File: src/rtl/ice51_pkg.sv
// rtl/ice51_pkg.sv - shared ice51 constants and UART receive state encodings
package ice51_pkg;

    localparam int UART_CLKS_PER_BIT = 104;
    localparam int CODE_MEM_SIZE     = 512;
    localparam int CODE_ADDR_W       = 9;

    typedef enum logic [1:0] {
        RX_IDLE  = 2'd0,
        RX_START = 2'd1,
        RX_DATA  = 2'd2,
        RX_STOP  = 2'd3
    } rx_state_t;

endpackage

File: src/rtl/ice51_uart_rx.sv
// rtl/ice51_uart_rx.sv - 8N1 UART receiver with input synchroniser, one-cycle byte/frame-error pulses
module ice51_uart_rx
    import ice51_pkg::*;
#(
    parameter int CLKS_PER_BIT = UART_CLKS_PER_BIT
) (
    input  logic       i_clk,
    input  logic       i_nrst,
    input  logic       i_rx,
    output logic       o_valid,
    output logic [7:0] o_data,
    output logic       o_frame_err
);

    localparam int CNT_W = (CLKS_PER_BIT > 1) ? $clog2(CLKS_PER_BIT) : 1;
    localparam logic [CNT_W-1:0] CNT_LAST = CNT_W'(CLKS_PER_BIT - 1);
    localparam logic [CNT_W-1:0] CNT_HALF = CNT_W'(CLKS_PER_BIT / 2);

    logic             rx_meta;
    logic             rx_sync;
    rx_state_t        state;
    logic [CNT_W-1:0] cnt;
    logic [2:0]       idx;
    logic [7:0]       shreg;

    // Preset to idle-high so a reset never looks like a start bit.
    always_ff @(posedge i_clk or negedge i_nrst) begin
        if (!i_nrst) begin
            rx_meta <= 1'b1;
            rx_sync <= 1'b1;
        end else begin
            rx_meta <= i_rx;
            rx_sync <= rx_meta;
        end
    end

    always_ff @(posedge i_clk or negedge i_nrst) begin
        if (!i_nrst) begin
            state       <= RX_IDLE;
            cnt         <= '0;
            idx         <= '0;
            shreg       <= '0;
            o_valid     <= 1'b0;
            o_data      <= '0;
            o_frame_err <= 1'b0;
        end else begin
            o_valid     <= 1'b0;
            o_frame_err <= 1'b0;
            case (state)
                RX_IDLE: begin
                    cnt <= '0;
                    idx <= '0;
                    if (!rx_sync) begin
                        state <= RX_START;
                    end
                end
                RX_START: begin
                    if (cnt == CNT_HALF) begin
                        cnt   <= '0;
                        state <= rx_sync ? RX_IDLE : RX_DATA;
                    end else begin
                        cnt <= cnt + 1'b1;
                    end
                end
                RX_DATA: begin
                    if (cnt == CNT_LAST) begin
                        cnt   <= '0;
                        shreg <= {rx_sync, shreg[7:1]};
                        if (idx == 3'd7) begin
                            state <= RX_STOP;
                        end else begin
                            idx <= idx + 1'b1;
                        end
                    end else begin
                        cnt <= cnt + 1'b1;
                    end
                end
                RX_STOP: begin
                    if (cnt == CNT_LAST) begin
                        cnt   <= '0;
                        state <= RX_IDLE;
                        if (rx_sync) begin
                            o_valid <= 1'b1;
                            o_data  <= shreg;
                        end else begin
                            o_frame_err <= 1'b1;
                        end
                    end else begin
                        cnt <= cnt + 1'b1;
                    end
                end
                default: state <= RX_IDLE;
            endcase
        end
    end

endmodule

File: src/rtl/ice51_uart_loader.sv
// rtl/ice51_uart_loader.sv - streams a UART program image into code memory, then releases the core
module ice51_uart_loader
    import ice51_pkg::*;
#(
    parameter int CLKS_PER_BIT = UART_CLKS_PER_BIT,
    parameter int MEM_SIZE     = CODE_MEM_SIZE,
    parameter int ADDR_W       = CODE_ADDR_W,
    parameter int PRELOAD      = 0
) (
    input  logic              i_clk,
    input  logic              i_nrst,
    input  logic              i_uart_rx,
    output logic              o_mem_we,
    output logic [ADDR_W-1:0] o_mem_addr,
    output logic [7:0]        o_mem_wdata,
    output logic              o_cpu_nrst,
    output logic              o_frame_err
);

    localparam logic [ADDR_W-1:0] LAST_ADDR = ADDR_W'(MEM_SIZE - 1);

    logic              rx_valid;
    logic [7:0]        rx_data;
    logic [ADDR_W-1:0] load_ptr;
    logic              load_full;

    ice51_uart_rx #(
        .CLKS_PER_BIT (CLKS_PER_BIT)
    ) u_rx (
        .i_clk       (i_clk),
        .i_nrst      (i_nrst),
        .i_rx        (i_uart_rx),
        .o_valid     (rx_valid),
        .o_data      (rx_data),
        .o_frame_err (o_frame_err)
    );

    // load_full blocks any byte landing between the last write and the core release.
    always_ff @(posedge i_clk or negedge i_nrst) begin
        if (!i_nrst) begin
            o_mem_we    <= 1'b0;
            o_mem_addr  <= '0;
            o_mem_wdata <= '0;
            o_cpu_nrst  <= (PRELOAD != 0);
            load_ptr    <= '0;
            load_full   <= 1'b0;
        end else begin
            o_mem_we <= 1'b0;
            if (rx_valid && !o_cpu_nrst && !load_full) begin
                o_mem_we    <= 1'b1;
                o_mem_addr  <= load_ptr;
                o_mem_wdata <= rx_data;
                if (load_ptr == LAST_ADDR) begin
                    load_full <= 1'b1;
                end else begin
                    load_ptr <= load_ptr + 1'b1;
                end
            end
            if (o_mem_we && (o_mem_addr == LAST_ADDR)) begin
                o_cpu_nrst <= 1'b1;
            end
        end
    end

endmodule

File: config.mk
export PLATFORM = sky130hd
export DESIGN_NAME = ice51_uart_loader
export DESIGN_NICKNAME = d
export VERILOG_FILES = /design/src/rtl/ice51_pkg.sv /design/src/rtl/ice51_uart_rx.sv /design/src/rtl/ice51_uart_loader.sv
export SDC_FILE = /design/constraint.sdc
export NUM_CORES = 1
export LEC_CHECK = 0
export CAP_MARGIN = 40
export CORE_UTILIZATION = 61
export DETAILED_ROUTE_END_ITERATION = 10
export PLACE_DENSITY = 0.84
export SLEW_MARGIN = 15
export SYNTH_ARGS = -nofsm -noshare
export SYNTH_HDL_FRONTEND = slang
export SYNTH_SLANG_ARGS = --single-unit
File: constraint.sdc
create_clock -name i_clk -period 4.4 [get_ports i_clk]
set_clock_uncertainty 0.05 [all_clocks]
set_input_delay 0.88 -clock i_clk [delete_from_list [all_inputs] [get_ports i_clk]]
set_output_delay 0.88 -clock i_clk [all_outputs]
set_load 0.05 [all_outputs]
==> flow_summary_export.csv <==
group,metric,value,unit
route,routedWlPerCell,16.64,um
yosys,synth.largest_area_cell,"dfrtp_1",
timing,slew_headroom,0.5311,
clocking,numCtsBuffers,9,
hold_path,min_path_type,"flip-flop to flip-flop",
setup_path,start_kind,"flip-flop",
power_and_ir_drop,ir_drop,342.5,uV
yosys,async_flop_share,1.000,
timing,hold_viol,0,
grt,grt_first_pass_wirelength,7.686,mm
power_and_ir_drop,p_total,1073,uW
yosys,synth_flop_cell,"dfrtp_1",
setup_path,crit_required,3.47,ns
timing,setup_tns,0,ns
place,dpl_cell_area,2892,um2
floorplan,ios,23,
setup_path,crit_fanout,4,
setup_path,cpLargestDelayFamily,"buffers and inverters",
clocking,cts_tree,"done",
floorplan,die_x,67.85,um
grt,grtUsageTotal,0.2377,
grt,antenna_found_initial,0,
setup_path,path_buf_inv,1,
yosys,avgSynthCellArea,13.50,um2
floorplan,start_util,0.6473,
layout,final_cell_mix,"dfrtp_1, mux2_2, clkdlybuf4s50_1",
route,drt-total-wl,4.627,mm
layout,ff_latch_area,1529,um2
place,post-place-ws,2.031,ns
layout,fillers,244,
timing,fin_ws,1.838,ns
place,place_congestion,0.8671,
clocking,cts_root_buffer,"clkbuf_8",
setup_path,cp_slowest_cell,"clkdlybuf4s50_1",
clocking,h-tree-depth,3,
yosys,netlist_top_cells_area,"dfrtp_1, mux2_2, mux2_4",
clocking,cts_hold_buf,0,
grt,grt_remaining_overflow,0,
flow_run,cap_viol_max_count,0,
clocking,clk_latency,0.34,ns
floorplan,core,4086,um2
route,via_per_inst,5.813,
grt,grt_max_degree,37,
place,portBuffers,22,
timing,max_freq,390.3,MHz
timing,tightestPinTransition,0.7002,ns
timing,min_period_over_period,0.5823,
setup_path,cp_data_arrival_time,1.63,ns
yosys,netlist_instances,196,
route,num_vias,1616,
clocking,clock_path_buffers,2,
route,route.detailed.drc,0,
clocking,clock-sinks,61,
timing,hold_ws,0.3112,ns
grt,grt_pass1_vias,1643,
layout,fin_area,3093,um2
floorplan,die_area,4604,um2
route,drt_iter0_markers,99,
setup_path,crit_type,"flip-flop to primary output",
yosys,ys_seq_area_frac,0.5781,
timing,slew_viol_final,0,
timing,period_needed,2.562,ns
setup_path,worstPathCellList,"clkdlybuf4s50_1",
route,drtPass1Iterations,4,
layout,fin_nets,232,
route,antenna_left,0,
setup_path,worstSetupEndpointType,"primary output",
yosys,synth_nets,205,
clocking,postCtsSetupBuffers,0,
setup_path,ff2ff_setup_slack,2.03,ns
timing,finalSetupViolCount,0,
outcome,status,"finished clean",
layout,drive_gt1_frac,0.2763,
setup_path,slowest_delay,0.84,ns
timing,rsz0062_at_grt,"false",
power_and_ir_drop,power_density,347.1,nW/um2
layout,multi_input_area,1047,um2
layout,antennaDiodeCount,0,
yosys,synth-edff-count,0,
clocking,ctsResizeCount,0,
power_and_ir_drop,power_leakage,0.001471,uW
layout,layout_commonest_cell,"dfrtp_1",
floorplan,placementRows,23,
layout,area_growth,16.93,%
yosys,yosysWarnings,0,
clocking,clkTransAtPathRegs,0.07,ns
yosys,synth_top_area_frac,0.5582,
yosys,synth_area,2645,um2
place,dp_hpwl,3.169,mm
yosys,ys_ff_latch,61,
floorplan,die_h,67.85,um
yosys,synth_cell_types,42,
## stage by stage
stage | instances | utilization
after floorplan | 196 | -
after global placement | 262 | 0.7076
after detailed placement | 262 | 0.7076
after CTS | 278 | 0.7569
after global routing | 278 | 0.7569
final | 278 | 0.7569
## sequential cells by signal, summed over array words and instances (netlist names), named ones only
name	flops
u_rx.cnt	7
u_rx.rx_meta	1
load_ptr	9
u_rx.idx	3
o_cpu_nrst	1
u_rx.state	1
o_mem_we	1
u_rx.shreg	8
u_rx.rx_sync	1
u_rx.o_valid	1
o_mem_addr	9
o_mem_wdata	8
load_full	1
u_rx.o_frame_err	1
u_rx.o_data	8
## where the power goes
group	switching (uW)	leakage, uW	internal (uW)
clock	220	0.0000995	278
combinational	10.8	0.000541	1.90
sequential	0.652	0.000831	562
total	231	0.00147	842
## layer usage
| layer | global-route usage | share of wire |
|---|---|---|
| met1 | 0.2926 | 0.45 |
| met2 | 0.3762 | 0.50 |
| met3 | 0.07667 | 0.035 |
| met4 | 0.1198 | 0.019 |
| met5 | 0 | 0 |
## logic make-up after synthesis
kind of cell | after synthesis | synth area share
AO/OA/AOI/OAI | 23 | 0.06150
multiplexers | 35 | 0.1604
AND/OR/NAND/NOR | 47 | 0.1107
XOR/XNOR | 10 | 0.03311
adder cells (fa/ha/maj) | 6 | 0.02838
flip-flops | 61 | 0.5781
buffers and inverters | 14 | 0.02791
## worst paths after layout
check | startpoint | to | cells after the start
max | o_cpu_nrst | o_cpu_nrst | 1
min | u_rx.rx_meta | u_rx.rx_sync | 0
max reg2reg | load_ptr[0] | load_ptr[6] | 7
min reg2reg | u_rx.rx_meta | u_rx.rx_sync | 0
max in group asynchronous | i_nrst | u_rx.rx_sync | 2
min in group asynchronous | i_nrst | o_mem_addr[8] | 1
## cell type report
type | instances | share of cell area
Multi-Input combinational cell | 121 | 0.3386
Clock inverter | 5 | 0.01942
Sequential cell | 61 | 0.4943
Tap cell | 50 | 0.02023
Timing Repair Buffer | 24 | 0.07443
Clock buffer | 11 | 0.04571
Inverter | 6 | 0.007282
## synth_stat cells, types with 3 or more instances
| cell | instances |
|---|---|
| nand2b_1 | 3 |
| dfrtp_1 | 59 |
| a21oi_1 | 4 |
| and3_1 | 4 |
| nand3_1 | 7 |
| clkbuf_1 | 3 |
| inv_1 | 6 |
| xnor2_1 | 6 |
| xor2_1 | 4 |
| or3_1 | 3 |
| o21ai_0 | 3 |
| nand4_1 | 4 |
| nand2_1 | 11 |
| nor2_1 | 3 |
| mux2_4 | 8 |
| ha_1 | 6 |
| mux2_2 | 27 |
| o211ai_1 | 4 |
Power figures use the tool's default switching activity.
